### src/rtl/interval_timer_ctrl.sv
// interval_timer_ctrl
//   Programmable interval timer. Sequences an embedded N-bit up-counter.
//   Each time the counter reaches a modular compare target, the timer raises
//   an interrupt request. It runs in one-shot or periodic mode, and it
//   records an expiry that lands while an earlier irq is still pending.
// Ports
//   clk, reset_n            clock, asynchronous active-low reset
//   cfg_load/period/mode    configuration latch (accepted in IDLE only)
//   start, stop, irq_ack    control pulses
//   irq, overrun            interrupt request (level) and sticky missed-ack flag
//   busy, done, count       state == RUN, state == DONE, counter value

module itc_up_counter #(
    parameter int N = 32
) (
    input  logic         clk,
    input  logic         reset_n,
    input  logic         en,
    output logic [N-1:0] count
);
    // Counts up by one on each enabled cycle and wraps modulo 2^N.
    // Only reset_n clears it.
    always_ff @(posedge clk or negedge reset_n) begin
        if (!reset_n) count <= '0;
        else if (en)  count <= count + 1'b1;
    end
endmodule

module interval_timer_ctrl #(
    parameter int N = 32
) (
    input  logic         clk,
    input  logic         reset_n,
    input  logic         cfg_load,
    input  logic [N-1:0] cfg_period,
    input  logic         cfg_mode,
    input  logic         start,
    input  logic         stop,
    input  logic         irq_ack,
    output logic         irq,
    output logic         overrun,
    output logic         busy,
    output logic         done,
    output logic [N-1:0] count
);
    typedef enum logic [1:0] {IDLE = 2'd0, RUN = 2'd1, DONE = 2'd2} state_t;

    state_t       state_q, state_d;
    logic [N-1:0] period_q, period_d;
    logic [N-1:0] target_q, target_d;
    logic         mode_q, mode_d;
    logic         irq_d, overrun_d;
    logic         match, match_eff, cnt_en;

    itc_up_counter #(.N(N)) u_cnt (
        .clk     (clk),
        .reset_n (reset_n),
        .en      (cnt_en),
        .count   (count)
    );

    assign match     = (state_q == RUN) && (count == target_q);
    // A stop in the same cycle discards the expiry entirely.
    assign match_eff = match && !stop;
    // One-shot freezes the counter on the target. Stop halts the counter in the same cycle.
    assign cnt_en    = (state_q == RUN) && !(match && !mode_q) && !stop;

    always_comb begin
        state_d   = state_q;
        period_d  = period_q;
        mode_d    = mode_q;
        target_d  = target_q;
        irq_d     = irq;
        overrun_d = overrun;

        case (state_q)
            IDLE: begin
                if (!stop) begin
                    if (cfg_load) begin
                        period_d = cfg_period;
                        mode_d   = cfg_mode;
                    end
                    // An arm request uses the period latched before this cycle.
                    if (start && period_q != '0) begin
                        state_d  = RUN;
                        target_d = count + period_q;
                    end
                end
            end
            RUN: begin
                if (stop) begin
                    state_d = IDLE;
                end else if (match) begin
                    if (mode_q) target_d = target_q + period_q;
                    else        state_d  = DONE;
                end
            end
            DONE: begin
                if (stop) begin
                    state_d = IDLE;
                end else if (start) begin
                    state_d  = RUN;
                    target_d = count + period_q;
                end
            end
            default: state_d = IDLE;
        endcase

        // A new expiry wins over an acknowledge for irq. The acknowledge
        // still clears overrun, so a coincident ack plus match leaves
        // irq = 1 and overrun = 0.
        if (match_eff)    irq_d = 1'b1;
        else if (irq_ack) irq_d = 1'b0;

        if (irq_ack)                 overrun_d = 1'b0;
        else if (match_eff && irq)   overrun_d = 1'b1;
    end

    always_ff @(posedge clk or negedge reset_n) begin
        if (!reset_n) begin
            state_q  <= IDLE;
            period_q <= '0;
            mode_q   <= 1'b0;
            target_q <= '0;
            irq      <= 1'b0;
            overrun  <= 1'b0;
        end else begin
            state_q  <= state_d;
            period_q <= period_d;
            mode_q   <= mode_d;
            target_q <= target_d;
            irq      <= irq_d;
            overrun  <= overrun_d;
        end
    end

    assign busy = (state_q == RUN);
    assign done = (state_q == DONE);
endmodule

### config.mk
export PLATFORM = sky130hd
export DESIGN_NAME = interval_timer_ctrl
export DESIGN_NICKNAME = d
export VERILOG_FILES = /design/src/rtl/interval_timer_ctrl.sv
export SDC_FILE = /design/constraint.sdc
export NUM_CORES = 1
export LEC_CHECK = 0
export CAP_MARGIN = 20
export CELL_PAD_IN_SITES_DETAIL_PLACEMENT = 1
export CELL_PAD_IN_SITES_GLOBAL_PLACEMENT = 1
export CORE_UTILIZATION = 48
export CTS_CLUSTER_SIZE = 28
export DETAILED_ROUTE_END_ITERATION = 10
export MAX_ROUTING_LAYER = met4
export PLACE_DENSITY = 0.84
export RECOVER_POWER = 25
export SYNTH_ARGS = -nofsm -noshare
export SYNTH_HDL_FRONTEND = slang
export SYNTH_HIERARCHICAL = 1
export SYNTH_SLANG_ARGS = --single-unit
### constraint.sdc
create_clock -name clk -period 8.28 [get_ports clk]
set_input_delay 1.242 -clock clk [delete_from_list [all_inputs] [get_ports clk]]
set_output_delay 1.242 -clock clk [all_outputs]
set_load 0.02 [all_outputs]
==> run metrics, run 1 <==
outcome finished, final reports clean; H-tree depth 3; CP Class in -> reg; Final nets 822; CP Buf/Inv Count 1; DRC Markers 0; worst path required time between 8000 and 9000 ps; gr ovfl total 0; Cells after Synth between 600 and 700; Synth Area in Simple Gates 0.197; Synth Cell Area between 6000 and 7000 um^2; All-Layer GR Usage 0.306; hold crit path type reg -> reg; crit path launch type primary input; vias per cell 5.90; largest cells by area after synthesis dfrtp_1 39%, mux2_2 10%, nand2_1 7.2%; Inserted Clock Buffers 9; Compound-Gate Fraction of Synth Area 0.0938; CP Data Arrival Time approximately 4200 ps; I/O Pins 75; Pre-antenna DRT Iters 4; Clock Skew about 8 ps; via count approximately 5,400; Max Fclk 0.251 GHz; GPL Wtd Cong 0.867; input/output buffers 74; hold path startpoint overrun; TritonCTS clock tree yes; register area share after synthesis 0.392; Post-CTS Setup Bufs 0; Worst Max-Slew Pin Slew between 1000 and 1500 ps; fraction of synthesized area in multiplexers 0.108; # clock sinks 101; CP delay by family, top simple AND/OR/NAND/NOR gates; die area around 14,000 um^2; Rows 41; syn_nets 745; area grow syn2layout 20.3%; Final Hold Fails 0; first-pass GRT wire length 32,000 um; pin count of the biggest net entering global routing 76; WHS Path Cells 2; Root Driver clkbuf_16; DR WL/cell 21.3 um; Reg2Reg Setup Slack 4390 ps; Post-CTS Hold Buffers 0; largest family of logic cells by synthesized area simple AND/OR/NAND/NOR gates; synth unique cells 58; Pins Over Slew Limit 0; Setup crit end kind flip-flop; RR Endpoint target_q[24]; CP Max Fanout 6; syn_area_per_cell 9.61 um^2; CP cell instances dlygate4sd3_1, nor3_1, nand4_4, nor4_1, nand4_1, xnor2_1; number of max-cap violations 0; Slowest cell on crit path nor4_1; WHS Endpoint overrun; Starting Density 0.502; Seq cells post-synth about 100; vias in the first global route around 6,000; Synth area leader dfrtp_1; Final min period around 4000 ps; worst hold slack 527 ps; initial antenna violation count 0; power per cell area 270 nW/um^2; antenna viol nets, final 0; HPWL Detailed 14,800 um; post-synth top area share 0.392; Pleak 3.46 nW; # setup viols final 0; clk_lat worst skew 360 ps; CTS max path bufs 2; FF-to-FF path depth 17; Slew headroom 0.0467; Post-synth ARST share 1.00; post-cts sizing count 0; period utilisation layout 0.481; ANT cells 0; Initial DRC Count between 300 and 400; Total Wirelength 19,700 um; CORE AREA 12,800 um^2; EDFF count, synth 0; die height 118 um; adder-cell share of the synthesized area 0.0711; FF-to-FF Start state_q[1]; # fillers 1,458; die span in x roughly 120 um; Post-Synth XOR/XNOR Area 0.120; Clock transition at path regs 70 ps; share of layout cells above drive strength 1 0.128; Largest stage delay, worst path 890 ps; Yosys warnings 6; RSZ-0062 raised after global routing false; VDD IR max 0.202 mV; setup_tns 0 ps; Synth Flop Type dfrtp_1
==> cells in the mapped netlist, drive strengths merged (3+ instances only) <==
cell    number
nand2b       5
dfrtp      101
nor2b        4
inv         15
or4          3
nor3        10
nand3b       3
nor2        32
o21a         5
and4         5
nand4       18
buf          4
nand3       16
o21ai       17
a21oi       35
a21o        10
clkbuf      10
and3         6
mux2        60
and2         7
xnor2       38
xor2        50
nor4        22
a31oi        7
nand2      123
ha          35
==> layer usage <==
layer,wire (um),part of all wire,global-route usage,up-vias
met5,0,0,-,-
met2,10200,0.52,0.525,117
met1,8290,0.42,0.355,2767
met4,538,0.027,0.112,0
li1,-,-,-,2525
met3,698,0.035,0.0567,40
==> cell usage in the layout, fill, tap and decap left out, types with 3 or more instances in the layout <==
cell type,instances
a21o_1,8
a21oi_1,33
a31oi_1,7
and2_1,6
and3_1,5
and4_1,4
buf_4,5
clkbuf_16,9
clkdlybuf4s50_1,72
dfrtp_1,101
ha_1,35
inv_1,15
mux2_2,60
nand2_1,123
nand2b_1,5
nand3_1,16
nand3b_1,3
nand4_1,17
nor2_1,32
nor2b_1,4
nor3_1,10
nor4_1,20
o21a_1,5
o21ai_0,15
xnor2_1,38
xor2_1,50
==> power by group <==
group	total, mW	switching [mW]	internal [mW]	leakage [nW]
clock	0.477	0.201	0.276	0.160
combinational	0.836	0.450	0.386	2.06
sequential	0.780	0.161	0.619	1.25
total	2.09	0.812	1.28	3.46
==> worst reg2reg max path, cell delays in order, from the launching register on <==
cell and delay (ps):
dfrtp_1 400, nand2b_1 150, clkinv_1 320, buf_16 300, nand2_1 100, nand2_1 50, ha_1 190, inv_1 80
fa_1 230, nor2b_1 80, o31a_1 310, o311ai_2 280, a31oi_1 180, a21oi_2 340, o21ai_1 180, a31oi_1 230
xnor2_1 90, mux2_2 260
==> kinds of logic (layout without fill, tap and decap cells) <==
| logic type | after synthesis | after routing |
|---|---|---|
| fa+ha+maj | 36 | 36 |
| xor+xnor | 88 | 88 |
| mux | 62 | 62 |
| buf+inv | 30 | 112 |
| flops | 101 | 101 |
| simple gates | 259 | 259 |
| compound gates | 94 | 94 |
==> through the flow <==
stage	setup slack (ps)	total power [mW]	instances	utilization	area (um^2)
floorplan	4740	1.33	670	-	6440
global placement	4100	1.55	907	0.576	7390
detailed placement	3930	1.60	907	0.576	7390
CTS	3870	2.09	923	0.602	7720
global route	4100	2.22	924	0.604	7750
finish	4300	2.09	924	0.604	7750
==> flip-flops by register name, indices dropped and copies added (netlist names) <==
signal	count
state_q	2
mode_q	1
target_q	32
overrun	1
irq	1
u_cnt/count	32
period_q	32
==> how the worst max path moves through the flow <==
| stage | slack, ps | cells past startpoint | endpoint | startpoint |
|---|---|---|---|---|
| 3_5_place_dp | 3930 | 16 | target_q[24] | state_q[1] |
| 3_3_place_gp | 4100 | 14 | target_q[21] | state_q[1] |
| 6_report | 4300 | 6 | u_cnt/count[27] | stop |
| 2_1_floorplan | 4740 | 16 | target_q[31] | state_q[0] |
| 4_1_cts | 3870 | 16 | target_q[24] | state_q[1] |
| 5_1_grt | 4100 | 17 | target_q[24] | state_q[1] |
==> final cells by class <==
type	count	area (um^2)	share of cell area
repair buffers	80	800	0.103
flip-flops and latches	101	2530	0.326
clock inverters	6	93.8	0.0121
multi-input cells	539	3810	0.492
well taps	172	215	0.0278
inverters	16	60.1	0.00775
clock buffers	10	239	0.0308
Power figures use the tool's default switching activity.
==> inputs of run 2 (changes only) <==
CORE_UTILIZATION = 44   (was 48)
PLACE_DENSITY = 0.78   (was 0.84)
clock period = 3.85 ns   (was 8.28 ns; I/O delays follow)
==> run 2 against run 1 <==
- the flow now finishes with violations (capacitance limit, slew limit)
- utilization shrank 5.4 points
- critical path depth rose by 11
- clock power rose by 90%
- die area up 8.9%
- non-clock buffer count increased by 8
- combinational power up 120%
- final cell count up 1.7%
- register-to-register slack worse by 4100 ps
- via count fell by 0.59%
- global-route usage shrank 1.7 points
- largest cell class unchanged
- highest routed layer unchanged
==> run metrics, run 2 (synthesis results as in run 1) <==
outcome finished with violations; violated checks capacitance limit, slew limit; Post-CTS Setup Bufs 0 (unchanged); ANT cells 0 (unchanged); I/O Pins 75 (unchanged); GRT busiest layer met2; pin count of the biggest net entering global routing 39 (-49%); input/output buffers 74 (unchanged); Area after DPL 7470 um^2 (+1.0%); worst path required time 4060 ps (-4460 ps); CTS max path bufs 2 (unchanged); PnR worst setup slack 334 ps (-3960 ps); Clock Skew 7.54 ps (-0.561 ps); Seq pwr share 0.381 (+0.008); TritonCTS clock tree yes; die area 15,100 um^2 (+8.9%); antenna viol nets, final 0 (unchanged); RR Endpoint target_q[30]; area grow syn2layout 20.4% (about the same); # clock sinks 101 (unchanged); number of max-cap violations 1 (+1); GPL Wtd Cong 0.917 (+5.8%); Root Driver clkbuf_16; Pre-antenna DRT Iters 4 (unchanged); VDD IR max 0.314 mV (+56%); vias in the first global route 5,931 (-0.067%); Post-CTS Hold Buffers 0 (unchanged); biggest regs period_q x32, target_q x32, u_cnt/count x32; # setup viols final 0 (unchanged); CORE AREA 14,100 um^2 (+9.9%); die span in x 123 um (+4.4%); HPWL Detailed 15,500 um (+4.6%); register area 2530 um^2 (unchanged); Rows 43 (+4.9%); Final min period 3520 ps; setup_tns 0 ps (unchanged); hold crit path type reg -> reg; Placed Cells 924 (+1.9%); CP Class reg -> reg; WHS Path Cells 2 (unchanged); H-tree depth 3 (unchanged); Starting Density 0.457 (-0.0453); CP Max Fanout 12 (+6); most frequent cells in the layout 123 x nand2_1, 101 x dfrtp_1, 73 x clkdlybuf4s50_1, 60 x mux2_2, 50 x xor2_1; Pleak 3.47 nW (+0.16%); Inserted Clock Buffers 9 (unchanged); first-pass GRT wire length 31,600 um (-1.2%); CP Data Arrival Time 3730 ps (-490 ps); share of layout cells above drive strength 1 0.138 (+0.0105); logic gate share of total power 0.413 (+0.014); via count 5,417 (-0.59%); crit path launch type flip-flop; Tot Pwr 4.39 mW (+110%); RSZ-0062 raised after global routing false; FF-to-FF Start state_q[1]; Core Util, Final 0.550 (-0.0539); Multi-input gate area 3820 um^2 (+0.16%); most common library cell in the layout ignoring fill and taps nand2_1; post-cts sizing count 0 (unchanged); Final nets 830 (+0.97%); Reg2Reg Setup Slack 330 ps (-4060 ps); initial antenna violation count 0 (unchanged); DRC Markers 0 (unchanged); clk_lat worst skew 360 ps (about the same); Slew headroom -0.114 (-0.160); Final Cell Area 7750 um^2 (about the same); power per cell area 566 nW/um^2 (+110%); Final Hold Fails 0 (unchanged); pre-CTS WS 331 ps (-3600 ps); DR WL/cell 21.2 um (-0.56%); FF-to-FF path depth 17 (unchanged); Total Wirelength 19,900 um (+1.2%); met1 usage 0.326 (-0.0295); die height 123 um (+4.4%); Max Fclk 0.284 GHz; vias per cell 5.76 (-2.3%); gr ovfl total 0 (unchanged); non-filler cells, final 940 (+1.7%); Switching Share 0.402 (+0.0141); All-Layer GR Usage 0.289 (-0.0172); met2 global-route usage 0.513 (-0.0124); Global Route met3 Usage 0.0438 (-0.0129); Initial DRC Count 261 (-25%); Internal Pwr Total 2.62 mW (+100%); WHS Endpoint overrun; hold path startpoint overrun; power share of the clock group 0.206 (-0.022); Worst Max-Slew Pin Slew 1670 ps (+240 ps); Setup crit end kind flip-flop; period utilisation layout 0.913; worst hold slack 513 ps (-14.3 ps); # fillers 1,595 (+9.4%); Switch Pwr 1.76 mW (+120%); Clock transition at path regs 70 ps (about the same); Pins Over Slew Limit 30 (+30)
[run 2: cell count changes in the layout (fill, tap and decap cells not counted), moves of 2 or more]
cell | previous run | this run
buf_4 | 5 | 13
bufinv_16 | 2 | 0
clkinvlp_4 | 1 | 3
inv_6 | 2 | 0
[run 2: power groups by stage]
stage / Sequential (mW) / Combinational [mW] / Clock, mW
after detailed placement: 1.68 / 1.78 / 0
after global placement: 1.66 / 1.70 / 0
after global routing: 1.70 / 2.00 / 0.951
final: 1.67 / 1.81 / 0.904
after CTS: 1.67 / 1.81 / 0.924
after floorplan: 1.61 / 1.24 / 0
[run 2: worst max path at each step]
stage / start / endpoint / cells after the start
after global placement: state_q[1] / target_q[30] / 17
after floorplan: state_q[0] / target_q[31] / 16
after global routing: state_q[1] / target_q[30] / 17
after detailed placement: state_q[1] / target_q[30] / 17
after CTS: state_q[1] / target_q[30] / 17
final: state_q[1] / target_q[30] / 17
[run 2: metal layers]
metal	vias to the layer above	wire, um
li1	2540	-
met1	2743	8210
met2	101	10500
met3	33	594
met4	0	604
met5	-	0
[run 2: final cells by class]
class                      count  share of cell area
multi-input combinational    539               0.492
clock inverter                 6             0.00613
sequential                   101               0.326
timing repair buffer          88               0.108
tap                          180              0.0290
inverter                      16             0.00774
clock buffer                  10              0.0308
[run 2: worst max-delay path, stage by stage, from the launching register on]
cell and delay (ps):
dfrtp_1 420, nand2b_1 210, clkinv_1 80, buf_4 190, nand2_1 70, nand2_1 70
ha_1 170, inv_1 50, fa_1 400, nor2b_1 170, o31a_1 230, o311ai_2 120
a31oi_2 190, a21oi_2 140, o311a_1 400, a21boi_1 220, xnor2_1 140, a21oi_1 80
==> inputs of run 3 (changes only) <==
TNS_END_PERCENT = 50   (was not set)
==> results of run 3 <==
Same layout as run 2: the final DEF is identical, and so are final timing and power.
